<file path="src/rtl/uart_avm_scheduler.sv">
// Round-robin scheduler sharing one Avalon-MM master between an RX byte client and a
// TX byte client of an RS232 UART: poll the status register, then move the data byte.
module uart_avm_scheduler #(
  parameter logic [4:0]  RX_BASE     = 5'd0,
  parameter logic [4:0]  TX_BASE     = 5'd4,
  parameter logic [4:0]  STATUS_BASE = 5'd8,
  parameter int unsigned RX_OK_BIT   = 7,
  parameter int unsigned TX_OK_BIT   = 6
) (
  input  logic        avm_clk,
  input  logic        avm_rst,
  input  logic        rx_req,
  output logic        rx_ack,
  output logic [7:0]  rx_data,
  input  logic        tx_req,
  input  logic [7:0]  tx_data,
  output logic        tx_ack,
  output logic        busy,
  output logic [4:0]  avm_address,
  output logic        avm_read,
  input  logic [31:0] avm_readdata,
  output logic        avm_write,
  output logic [31:0] avm_writedata,
  input  logic        avm_waitrequest
);

  typedef enum logic [1:0] {S_IDLE, S_POLL, S_XFER} state_t;

  localparam logic GRANT_RX = 1'b0;
  localparam logic GRANT_TX = 1'b1;

  state_t      state_q, state_d;
  logic        grant_q, grant_d;
  logic        last_grant_q, last_grant_d;
  logic [7:0]  tx_byte_q, tx_byte_d;
  logic [4:0]  addr_q, addr_d;
  logic        rd_q, rd_d;
  logic        wr_q, wr_d;
  logic [31:0] wdata_q, wdata_d;
  logic        rx_ack_q, rx_ack_d;
  logic        tx_ack_q, tx_ack_d;
  logic [7:0]  rx_data_q, rx_data_d;
  logic        busy_q, busy_d;

  logic rx_elig, tx_elig, any_elig, new_grant, ready_bit, other_elig;
  logic unused_readdata;

  // A request raised again in its own ack cycle is not a new request yet.
  assign rx_elig    = rx_req & ~rx_ack_q;
  assign tx_elig    = tx_req & ~tx_ack_q;
  assign any_elig   = rx_elig | tx_elig;
  assign new_grant  = (rx_elig && tx_elig) ? ~last_grant_q : tx_elig;
  assign ready_bit  = (grant_q == GRANT_TX) ? avm_readdata[TX_OK_BIT] : avm_readdata[RX_OK_BIT];
  assign other_elig = (grant_q == GRANT_TX) ? rx_elig : tx_elig;
  assign unused_readdata = ^avm_readdata[31:8];

  always_ff @(posedge avm_clk or posedge avm_rst) begin
    if (avm_rst) begin
      state_q <= S_IDLE;
    end else begin
      state_q <= state_d;
    end
  end

  always_comb begin
    state_d = state_q;
    case (state_q)
      S_IDLE:  if (any_elig) state_d = S_POLL;
      S_POLL:  if (!avm_waitrequest && ready_bit) state_d = S_XFER;
      S_XFER:  if (!avm_waitrequest) state_d = S_IDLE;
      default: state_d = S_IDLE;
    endcase
  end

  always_comb begin
    grant_d      = grant_q;
    last_grant_d = last_grant_q;
    tx_byte_d    = tx_byte_q;
    addr_d       = addr_q;
    rd_d         = rd_q;
    wr_d         = wr_q;
    wdata_d      = wdata_q;
    rx_data_d    = rx_data_q;
    rx_ack_d     = 1'b0;
    tx_ack_d     = 1'b0;
    busy_d       = (state_d != S_IDLE);
    case (state_q)
      S_IDLE: begin
        if (any_elig) begin
          grant_d = new_grant;
          if (new_grant == GRANT_TX) tx_byte_d = tx_data;
          addr_d = STATUS_BASE;
          rd_d   = 1'b1;
          wr_d   = 1'b0;
        end
      end
      S_POLL: begin
        if (!avm_waitrequest) begin
          if (ready_bit) begin
            if (grant_q == GRANT_TX) begin
              rd_d    = 1'b0;
              wr_d    = 1'b1;
              addr_d  = TX_BASE;
              wdata_d = {24'h0, tx_byte_q};
            end else begin
              addr_d = RX_BASE;
            end
          end else if (other_elig) begin
            // Not ready for this client: give the re-poll to the other one.
            grant_d = ~grant_q;
            if (grant_q == GRANT_RX) tx_byte_d = tx_data;
          end
        end
      end
      S_XFER: begin
        if (!avm_waitrequest) begin
          rd_d         = 1'b0;
          wr_d         = 1'b0;
          addr_d       = STATUS_BASE;
          last_grant_d = grant_q;
          if (grant_q == GRANT_RX) begin
            rx_data_d = avm_readdata[7:0];
            rx_ack_d  = 1'b1;
          end else begin
            tx_ack_d  = 1'b1;
          end
        end
      end
      default: ;
    endcase
  end

  always_ff @(posedge avm_clk or posedge avm_rst) begin
    if (avm_rst) begin
      grant_q      <= GRANT_RX;
      last_grant_q <= GRANT_TX;
      tx_byte_q    <= 8'h0;
      addr_q       <= STATUS_BASE;
      rd_q         <= 1'b0;
      wr_q         <= 1'b0;
      wdata_q      <= 32'h0;
      rx_ack_q     <= 1'b0;
      tx_ack_q     <= 1'b0;
      rx_data_q    <= 8'h0;
      busy_q       <= 1'b0;
    end else begin
      grant_q      <= grant_d;
      last_grant_q <= last_grant_d;
      tx_byte_q    <= tx_byte_d;
      addr_q       <= addr_d;
      rd_q         <= rd_d;
      wr_q         <= wr_d;
      wdata_q      <= wdata_d;
      rx_ack_q     <= rx_ack_d;
      tx_ack_q     <= tx_ack_d;
      rx_data_q    <= rx_data_d;
      busy_q       <= busy_d;
    end
  end

  assign avm_address   = addr_q;
  assign avm_read      = rd_q;
  assign avm_write     = wr_q;
  assign avm_writedata = wdata_q;
  assign rx_ack        = rx_ack_q;
  assign tx_ack        = tx_ack_q;
  assign rx_data       = rx_data_q;
  assign busy          = busy_q;

endmodule

</file>
<file path="config.mk">
export PLATFORM = sky130hd
export DESIGN_NAME = uart_avm_scheduler
export DESIGN_NICKNAME = d
export VERILOG_FILES = /design/src/rtl/uart_avm_scheduler.sv
export SDC_FILE = /design/constraint.sdc
export NUM_CORES = 1
export LEC_CHECK = 0
export CAP_MARGIN = 20
export CORE_MARGIN = 1.5
export CORE_UTILIZATION = 35
export DETAILED_ROUTE_END_ITERATION = 12
export HOLD_SLACK_MARGIN = 0.06
export MAX_ROUTING_LAYER = met4
export PLACE_DENSITY = 0.73
export SLEW_MARGIN = 20
export SYNTH_ARGS = -nofsm -noshare
export SYNTH_HDL_FRONTEND = slang
export SYNTH_SLANG_ARGS = --single-unit
</file>
<file path="constraint.sdc">
create_clock -name avm_clk -period 2.2 [get_ports avm_clk]
set_input_delay 0.44 -clock avm_clk [delete_from_list [all_inputs] [get_ports avm_clk]]
set_output_delay 0.44 -clock avm_clk [all_outputs]
set_load 0.02 [all_outputs]
</file>
# Yosys cells after proc, flatten, opt, wreduce, memory -nomap -nowiden
# Index checks and enable logic that the tools add are counted.
# op_classes
n_eq_ne,11
n_mux,42
bitwise,8
reduce_logical,14
# ops
cell,count
$mux W8,6
$mux W1,22
$mux W5,4
$ne A2 B2 Y1 const B,9
$pmux W8 S2,1
$pmux W5 S3,1
$reduce_and A5 Y1,2
$reduce_and A7 Y1,1
$mux W2,3
$pmux W1 S3,2
$pmux W2 S3,1
$reduce_and A6 Y1,1
$not A1 Y1,5
$reduce_and A4 Y1,1
$reduce_bool A2 Y1,2
$mux W3,1
$reduce_and A3 Y1,1
$reduce_bool A3 Y1,1
$and A1 B1 Y1,2
$eq A2 B1 Y1 const B,1
$eq A2 B2 Y1 const B,1
$logic_and A1 B1 Y1,2
$logic_not A2 Y1,1
$pmux W1 S2,1
3 further kinds,3
# word_totals
reg_bits,38
inputBits,45
output_inout_bits,50
word_cells,87

# Depth between registers and ports, before layout
# depth
depth_word,7
depth_mapped,6
mapped_depth_nobuf,6

# Worst setup path after synthesis
# OpenSTA, ideal clock, no wires.
# synth_path
kind,register to register
from,reg state_q[1]
to,reg busy_q (netlist: busy)
setup_time_ns,0.065
arrival_time_ns,1.599
required_ns,2.135
slack_ns,0.536
stages_incl_launch_ff,7
path_buffers,0
period_less_slack_ns,1.664
path_cell_list,dfrtp_1 inv_1 ha_1 inv_1 or3_1 a221oi_2 or2_1
# synth_via
elab_chain_len,3
word_cells_on_any_way,8
cone_classes,eq/ne (2); mux (4); reduce/logical (2)
# synth_lines
item,line_no,text
start: declaration,32,"state_t state_q, state_d;"
start signal: assignment,61,state_q <= state_d;
$eq A2 B2 Y1 (tied with other cells),67,case (state_q)
$pmux W2 S3 *,67,
named net state_d[1],32,
$reduce_bool A2 Y1 *,86,busy_d = (state_d != S_IDLE);
named net busy_d,43,"logic busy_q, busy_d;"
end signal: assignment,157,busy_q <= busy_d;
end: declaration,43,
# Mark *: on every way through the listed nets, which the timed path passes. The rest lies on a longest branch.
# A chain may end at the register's enable or synchronous reset.

# Final worst setup path
# layout_path
from,reg state_q[1]
to,reg tx_byte_q[1]
# layout_via
elab_chain_len,3
word_cells_on_any_way,11
cone_classes,eq/ne (7); mux (1); reduce/logical (3)
# layout_lines
item,line_no,text
$eq A2 B1 Y1 / $logic_not A2 Y1 (equally long branches),87,case (state_q)
$ne A2 B2 Y1 (no line) / $reduce_bool A2 Y1 (equally long branches),--,
$reduce_and A7 Y1 (no line),--,
end signal: assignment,149,tx_byte_q <= tx_byte_d;
end: declaration,35,"logic [7:0] tx_byte_q, tx_byte_d;"
# Parallel ways exist; a longest one is shown, timed or not.

==> run_results.csv <==
group,metric,value,unit
run_status,status,"finished, final reports clean",
global_route,grt_max_degree,36,
worst_setup_path,path_cells,"inv_1 -> ha_1 -> o211ai_1 -> a31oi_4 -> buf_12 -> mux2_2",
sta,fin_worst_skew,0.006674,ns
clocking,clock_path_buffers,2,
clocking,clkTransAtPathRegs,0.07,ns
synthesis,yosysMostFrequentCell,"dfrtp_1",
power,intPower,2.070,mW
placement,routabilityCongestion,0.7704,
synthesis,synth_top_area_share,47.45,%
power,pwr-share-clk,15.8,%
worst_setup_path,crit_type,"register to register",
drt,viasPerCell,4.305,
clocking,cts-htree-levels,2,
synthesis,syn_inst,139,
worst_setup_path,startpoint_type,"register",
final_layout,layout-drive-gt1-share,23.08,%
sta,setup_viol,0,
clocking,cts_buffers,5,
drt,ant_nets,0,
synthesis,async_flop_share,100.0,%
synthesis,synth.area.top_cells,"dfrtp_1, mux2_2, buf_4, dfstp_2, ha_1",
run,drv_cap,0,
worst_setup_path,crit_path_end_kind,"register",
sta,max_freq,0.4985,GHz
placement,placed_area,0.002198,mm^2
floorplan,core-area,0.004755,mm^2
worst_hold_path,hp-class,"register to register",
sta,hold_violations,0,
power,power.density,1393,mW/mm^2
floorplan,io_pins,95,
placement,portBuffers,43,
clocking,cts_tree,"done",
synthesis,yosys_warnings,0,
synthesis,avgSynthCellArea,12.52,um^2
final_layout,areaGrowthSynthToFinish,32.71,%
synthesis,ys.flop_type,"dfrtp_1",
worst_setup_path,worstPathArrival,2.18,ns
drt,route.vias.total,1128,
placement,pre_cts_ws,0.09266,ns
worst_setup_path,slowest_delay,0.47,ns
sta,fin_crit_sh,91.18,%
floorplan,rows,25,
clocking,clock_latency,0.29,ns
sta,report.final.slew_viol_count,0,
power,peakVddDrop,0.0005926,V
power,switchingPower,1.146,mW
synthesis,synth_edf_count,0,
sta,setup_tns,0,ns
drt,dr.pass1.iters,4,
sta,setup_ws,0.1939,ns
global_route,grtUsageTotal,12.91,%
global_route,antenna_found_initial,0,
sta,rsz0062_at_grt,"false",
drt,drc,0,
floorplan,dieArea,0.005404,mm^2
final_layout,multiInputGateArea,706.9,um^2
floorplan,initial_core_util,36.61,%
sta,min_period,2.006,ns
global_route,overflow,0,
synthesis,synth_common_cells,"dfrtp_1, buf_4, mux2_2",
power,p_comb_share,48.8,%
clocking,cts_resized,0,
final_layout,finalInstanceArea,0.002310,mm^2
synthesis,yosysSeqAreaShare,50.47,%
power,seq_power_share,35.4,%
drt,drt-total-wl,2992,um
drt,wire_per_inst,11.42,um
final_layout,nets,243,
final_layout,regArea,878.3,um^2
worst_setup_path,crit_slowest_cell,"ha_1",
drt,dr.first_iter.drc_count,50,
power,switching_share,35.64,%
synthesis,yosysTopAreaCell,"dfrtp_1",
synthesis,ys_ff_latch,35,
synthesis,synth_area,0.001740,mm^2
floorplan,die_h,73.52,um
worst_setup_path,path_max_fanout,15,
global_route,grt_pass1_vias,1062,
worst_setup_path,required,2.37,ns
synthesis,synth_cell_types,34,
final_layout,antenna_cells,0,
clocking,cts.sinks,35,
clocking,cts_hold_buf,0,
power,p_leak,1.040,nW
floorplan,die-width,73.52,um
final_layout,fill_cells,466,
placement,dp_hpwl,2240,um
clocking,cts_root_buf,"clkbuf_8",
global_route,grt_pass1_wl,5016,um
[placed cells by master (no fill, tap or decap), drive strengths merged, types with 2 or more instances in the layout]
master,n
conb,27
nor2b,2
buf,8
a21oi,5
clkdlybuf4s50,43
nand4b,2
clkbuf,7
dfstp,2
o31ai,2
nor2,2
a31oi,2
mux2i,5
mux2,24
ha,4
inv,9
o21ai,2
a221oi,2
dfrtp,33
[final timing paths]
kind	startpoint	to	slack, ns	cells past startpoint
max	state_q[1]$_DFF_PP0_	tx_byte_q[1]$_DFFE_PP0P_	0.19	6
min	avm_address[3]$_DFFE_PP1P_	avm_address[3]$_DFFE_PP1P_	0.50	2
max reg2reg	state_q[1]$_DFF_PP0_	tx_byte_q[1]$_DFFE_PP0P_	0.19	6
min reg2reg	avm_address[3]$_DFFE_PP1P_	avm_address[3]$_DFFE_PP1P_	0.50	2
max in group asynchronous	avm_rst	avm_address[3]$_DFFE_PP1P_	1.32	3
min in group asynchronous	avm_rst	avm_writedata[5]$_DFFE_PP0P_	0.55	3
[logic make-up after synthesis]
| kind of cell | Yosys count | synth area share (%) |
|---|---|---|
| buffers and inverters | 38 | 14.52 |
| flip-flops | 35 | 50.47 |
| multiplexers | 29 | 18.40 |
| AO/OA/AOI/OAI | 20 | 8.987 |
| AND/OR/NAND/NOR | 12 | 4.530 |
| adder cells (fa/ha/maj) | 4 | 2.876 |
| other | 1 | 0.2155 |
[cell type report]
class	count	share of cell area, %
Clock inverter	1	0.3250
Tap cell	67	3.629
Inverter	9	1.463
Sequential cell	35	38.03
Clock buffer	7	4.171
Multi-Input combinational cell	92	30.61
Timing Repair Buffer	51	21.78
[registers in the layout, indices dropped and copies added (netlist names)]
name,count
busy,1
tx_ack,1
last_grant_q,1
tx_byte_q,8
avm_write,1
grant_q,1
avm_read,1
avm_address,2
rx_ack,1
rx_data,8
state_q,2
avm_writedata,8
[per-layer routing]
| layer | track usage (%) | up-vias | share of wire [%] | wire length, um |
|---|---|---|---|---|
| li1 | - | 539 | - | - |
| met1 | 15.95 | 541 | 42 | 1254 |
| met2 | 19.22 | 42 | 50 | 1507 |
| met3 | 4.390 | 6 | 5.7 | 172 |
| met4 | 5.556 | 0 | 1.9 | 57 |
| met5 | - | - | 0 | 0 |
[metrics by stage]
stage	instances	power [mW]	utilization (%)	hold WS, ns
after CTS	261	3.271	48.42	0.5035
after floorplan	165	2.171	-	0.4767
after global placement	253	2.706	46.24	0.4616
after detailed placement	253	2.741	46.24	0.4860
final	262	3.217	48.58	0.4958
after global routing	262	3.456	48.58	0.5187
[worst max-delay path, delay by kind of cell (launching register included)]
kind,cells,cell delay (ns)
AOI/OAI and AO/OA,2,0.43
buffers and inverters,2,0.26
DFF,1,0.41
adders and majority gates,1,0.47
muxes,1,0.32
[power by group through the flow]
stage | Clock [mW] | Combinational (mW) | Sequential (mW)
3_5_place_dp | 0 | 1.58 | 1.16
5_1_grt | 0.563 | 1.71 | 1.19
2_1_floorplan | 0 | 0.827 | 1.34
4_1_cts | 0.536 | 1.59 | 1.14
6_report | 0.508 | 1.57 | 1.14
3_3_place_gp | 0 | 1.56 | 1.14
[repair_timing]
item / 4_1_cts / 5_1_grt
endpoints found under the hold margin: 0 / 0
setup endpoints to repair: 0 / 8
setup buffers: 0 / 1
No activity file was read; power rests on OpenSTA's default activity.
